==> config.mk <==
export PLATFORM = sky130hd
export DESIGN_NAME = dxm_stream_demux
export DESIGN_NICKNAME = d
export VERILOG_FILES = /design/src/rtl/dxm_stream_demux.sv
export SDC_FILE = /design/constraint.sdc
export NUM_CORES = 1
export LEC_CHECK = 0
export ABC_AREA = 1
export CAP_MARGIN = 40
export CELL_PAD_IN_SITES_DETAIL_PLACEMENT = 1
export CELL_PAD_IN_SITES_GLOBAL_PLACEMENT = 2
export CORE_MARGIN = 4
export CORE_UTILIZATION = 22
export DETAILED_ROUTE_END_ITERATION = 8
export MAX_ROUTING_LAYER = met4
export PLACE_DENSITY_LB_ADDON = 0.1
export SLEW_MARGIN = 20
export SYNTH_ARGS = -nofsm -noshare
export SYNTH_HDL_FRONTEND = slang
export SYNTH_SLANG_ARGS = --single-unit
==> constraint.sdc <==
create_clock -name clk -period 1.43 [get_ports clk]
set_input_delay 0.286 -clock clk [delete_from_list [all_inputs] [get_ports clk]]
set_output_delay 0.286 -clock clk [all_outputs]
set_load 0.03 [all_outputs]
==> src/rtl/dxm_stream_demux.sv <==
// Packet-aware 1-to-2 valid/ready demultiplexer. Route is latched on the first
// beat of a packet and held until in_last; each output has a one-entry register.

module dxm_demux_slot #(
  parameter int W = 1
) (
  input  logic         clk,
  input  logic         rst,
  input  logic         load,
  input  logic [W-1:0] din,
  input  logic         lin,
  input  logic         drain,
  output logic [W-1:0] data,
  output logic         last,
  output logic         valid
);
  // Load wins over drain so a back-to-back beat keeps valid high with no bubble.
  always_ff @(posedge clk) begin
    if (rst) begin
      valid <= 1'b0;
      data  <= '0;
      last  <= 1'b0;
    end else if (load) begin
      valid <= 1'b1;
      data  <= din;
      last  <= lin;
    end else if (valid && drain) begin
      valid <= 1'b0;
    end
  end
endmodule

module dxm_stream_demux #(
  parameter int mux_width = 1,
  parameter bit LOCK_PKT  = 1'b1
) (
  input  logic                 clk,
  input  logic                 rst,
  input  logic [mux_width-1:0] in_data,
  input  logic                 in_valid,
  input  logic                 in_last,
  output logic                 in_ready,
  input  logic                 control,
  output logic [mux_width-1:0] out_low_data,
  output logic                 out_low_last,
  output logic                 out_low_valid,
  input  logic                 out_low_ready,
  output logic [mux_width-1:0] out_high_data,
  output logic                 out_high_last,
  output logic                 out_high_valid,
  input  logic                 out_high_ready,
  output logic                 busy,
  output logic                 sel_err,
  input  logic                 err_clr
);
  localparam int NPORT = 2;

  typedef enum logic [1:0] {IDLE = 2'd0, RT_LOW = 2'd1, RT_HIGH = 2'd2} state_t;

  state_t state, state_nxt;
  logic   eff_sel, accept, lock_mis;

  logic [NPORT-1:0]                slot_vld, slot_rdy, slot_last, slot_free, slot_load;
  logic [NPORT-1:0][mux_width-1:0] slot_data;

  assign slot_rdy  = {out_high_ready, out_low_ready};
  assign slot_free = ~slot_vld | slot_rdy;

  always_comb begin
    state_nxt = state;
    slot_load = '0;
    case (state)
      RT_LOW:  eff_sel = 1'b0;
      RT_HIGH: eff_sel = 1'b1;
      default: eff_sel = control;
    endcase
    // Only the targeted slot gates the input; the other port drains on its own.
    in_ready = slot_free[eff_sel];
    accept   = in_valid & in_ready;
    slot_load[eff_sel] = accept;
    if (LOCK_PKT && accept) begin
      if (in_last)
        state_nxt = IDLE;
      else if (state == IDLE)
        state_nxt = eff_sel ? RT_HIGH : RT_LOW;
    end
  end

  always_ff @(posedge clk) begin
    if (rst) state <= IDLE;
    else     state <= state_nxt;
  end

  assign lock_mis = LOCK_PKT && (state != IDLE) && in_valid &&
                    (control != (state == RT_HIGH));

  always_ff @(posedge clk) begin
    if (rst)           sel_err <= 1'b0;
    else if (lock_mis) sel_err <= 1'b1;
    else if (err_clr)  sel_err <= 1'b0;
  end

  assign busy = (state != IDLE);

  for (genvar g = 0; g < NPORT; g++) begin : g_slot
    dxm_demux_slot #(.W(mux_width)) u_slot (
      .clk   (clk),
      .rst   (rst),
      .load  (slot_load[g]),
      .din   (in_data),
      .lin   (in_last),
      .drain (slot_rdy[g]),
      .data  (slot_data[g]),
      .last  (slot_last[g]),
      .valid (slot_vld[g])
    );
  end

  assign out_low_data   = slot_data[0];
  assign out_low_last   = slot_last[0];
  assign out_low_valid  = slot_vld[0];
  assign out_high_data  = slot_data[1];
  assign out_high_last  = slot_last[1];
  assign out_high_valid = slot_vld[1];
endmodule

==> metrics.md <==
| Metric | Value |
|---|---|
| Status | `finished, violations left` |
| Failing checks | `setup timing` |
| CP cell instances | `inv_2 > ha_4 > inv_2 > nand2_4 > nand2_4 > o21ai_4 > buf_6` |
| Clock skew | `approximately 0.0065 ns` |
| Worst hold stages | `2` |
| Largest net degree at the start of global routing | `10` |
| CTS root buffer | `clkbuf_4` |
| ANT nets after route | `0` |
| Hold Startpoint | `g_slot[0].u_slot.last` |
| Final HPWL DP | `1030 um` |
| Max Slew Vio Count | `0` |
| DR iter-0 viols | `2` |
| Average cell area after synthesis | `between 7 and 8 um2` |
| Num rows | `16` |
| Final Critical Period | `~1.6 ns` |
| Final Hold Viols | `0` |
| Post-Route WL | `1330 um` |
| Vias in the first global route | `525` |
| Hold Path Sink | `g_slot[0].u_slot.last` |
| Placed inst area | `~740 um2` |
| WS Path Type | `reg -> out` |
| Fin worst setup slack | `-0.199 ns` |
| Synth Instances | `65` |
| Via count | `roughly 500` |
| RSZ-0062 raised after global routing | `true` |
| MaxCap Viol Count | `0` |
| First-pass detailed-route iteration total | `2` |
| Die X | `about 55 um` |
| Main synth FF type | `dfxtp_1` |
| IO buf count | `17` |
| Worst Path Buf+Inv | `3` |
| Clock Pin Slew Worst Setup and Hold Paths | `0.06 ns` |
| Synth cell types | `17` |
| Slew HR | `between 60% and 70%` |
| Max FO, Critical Path | `3` |
| Post-synth net total | `76` |
| Final core utilization | `a little over two fifths` |
| Worst Hold Class | `reg -> reg` |
| Leakage | `around 0.35 nW` |
| DR vias/cell | `4.18` |
| Synthesis-stage register bit count | `9` |
| CP required | `approximately 1.1 ns` |
| CP endpoint kind | `primary output` |
| N_diodes | `0` |
| Synth area leaders | `dfxtp_1 (38%), nand2_1 (9.4%), inv_1 (7.0%)` |
| Longest Clk Path Bufs | `2` |
| R2R depth | `11` |
| Core ar. | `approximately 2000 um2` |
| Number of synthesized flops with an enable pin | `0` |
| Fmax | `between 600 and 700 MHz` |
| CTS Sinks | `9` |
| R2r setup slk | `-0.05 ns` |
| Die area | `roughly 3000 um2` |
| Post-layout nets | `105` |
| Top cell type's share of synthesized area | `a little under two fifths` |
| Post-route cell area | `around 840 um2` |
| Area Overhead vs Synth | `75.7%` |
| Worst Max-Slew Pin Slew | `slightly below 0.5 ns` |
| # DRC | `0` |
| Post-CTS Hold Fix Bufs | `0` |
| GRT overflow | `0` |
| Initial antenna violation count | `0` |
| Largest area contributor in the netlist | `dfxtp_1` |
| CTS Buf Count | `3` |
| First-pass GRT wire length | `around 2200 um` |
| Htree depth | `1` |
| Sequential share of the synthesized area | `between 30% and 40%` |
| Total track usage | `between 10% and 20%` |
| Most frequent cells after synthesis | `nand2_1 (12), dfxtp_1 (9), inv_1 (9)` |
| Later-pin clock latency in the skew report | `about 0.26 ns` |
| FF-to-FF Start | `state[0]` |
| CP Data Arrival Time | `around 1.3 ns` |
| Pwr Density | `slightly above 800 nW/um2` |
| Layout cell share with drive strength beyond 1 | `between 40% and 50%` |
| R2R Path End | `g_slot[0].u_slot.last` |
| Initial Utilization | `between 20% and 30%` |
| CTS tree | `yes` |
| Final period utilization | `114%` |
| CP max stage cell | `dfxtp_2` |
| Largest stage delay, worst path | `between 0.3 and 0.4 ns` |
| Critical path's top delay family | `flip-flops` |
| Die H | `between 50 and 60 um` |
| Ys async rst share | `0%` |
| Yosys warns | `0` |
| Gpl congestion | `0.689` |
| # setup viols final | `7` |
| Drt wl/cell | `11.1 um` |
| Worst setup SP type | `register` |
| Worst VDD drop | `~0.0006 V` |
| Pre-CTS setup slack | `-0.122 ns` |
| Count leader, synth | `nand2_1` |
| Ports | `18` |
| Post-Syn Area | `~480 um2` |
[kinds of logic after synthesis]
logic type,share of synthesized area [%]
adders and majority gates,5.22
and+or+nand+nor,33.9
AOI/OAI and AO/OA,12.8
DFF,37.6
buffers and inverters,10.4
[stage by stage]
step | power, mW | setup TNS, ns | std cells | hold slack, ns
floorplan | 0.389 | 0 | 65 | 0.437
global placement | 0.477 | -0.524 | 115 | 0.455
detailed placement | 0.478 | -0.674 | 115 | 0.458
CTS | 0.692 | -0.217 | 119 | 0.468
global route | 0.747 | -1.14 | 120 | 0.487
finish | 0.696 | -0.423 | 120 | 0.464
[worst max-delay path by stage]
| stage | endpoint | startpoint | depth (start not counted) |
|---|---|---|---|
| finish | in_ready | state[0] | 7 |
| floorplan | in_ready | state[0] | 7 |
| CTS | in_ready | state[0] | 7 |
| global placement | in_ready | control | 6 |
| detailed placement | in_ready | control | 6 |
| global route | in_ready | state[0] | 7 |
[routing by layer]
layer,vias up,track usage (%),part of all wire (%)
met1,220,12.2,45
met5,-,-,0
met4,0,2.49,0.90
li1,262,-,-
met2,17,17.3,46
met3,2,4.36,7.7
[flip-flops by register name, summed over array words and instances, names as in the netlist]
signal	flops
g_slot.u_slot.valid	2
state	2
sel_err	1
g_slot.u_slot.last	2
g_slot.u_slot.data	2
[report_power, final]
part           internal (mW)  leakage, nW  switching, mW
clock                  0.107       0.0150         0.0871
sequential             0.265       0.0744        0.00676
combinational          0.100        0.266          0.129
total                  0.473        0.355          0.223
[area by class of cell]
| type | instances | area, um2 |
|---|---|---|
| clock buffer | 4 | 26.3 |
| inverter | 12 | 52.6 |
| multi-input combinational | 43 | 323 |
| tap | 27 | 33.8 |
| sequential | 9 | 183 |
| fill | 242 | 1180 |
| timing repair buffer | 25 | 224 |
[timing repair]
action                                  in CTS  in global routing
resized for setup                           21                 10
pin swaps                                    2                  5
buffers inserted                             1                  1
endpoints found under the setup margin      16                  8
[layout by cell type (no fill, tap or decap)]
master,n
nand3_2,1
nor2_1,7
inv_2,4
inv_6,1
nand4_1,3
a21oi_1,2
nand2_4,3
o21ai_4,1
ha_2,1
buf_4,8
nand2_2,5
nand3_4,2
nand2_1,8
nand3_1,2
clkbuf_4,3
clkbuf_1,1
dfxtp_1,7
buf_6,2
clkdlybuf4s50_1,8
inv_4,1
a21oi_2,7
ha_4,1
dfxtp_2,2
inv_1,6
dlygate4sd2_1,7
[worst reg2reg max path, stage by stage (launching register included)]
cell	delay [ns]
dfxtp_2	0.33
inv_2	0.05
ha_4	0.27
inv_2	0.04
nand2_4	0.06
nand2_4	0.07
buf_4	0.14
buf_6	0.12
inv_6	0.06
nand3_4	0.08
nand2_2	0.08
a21oi_2	0.05
Note: power is estimated with default switching activity, not from simulation.
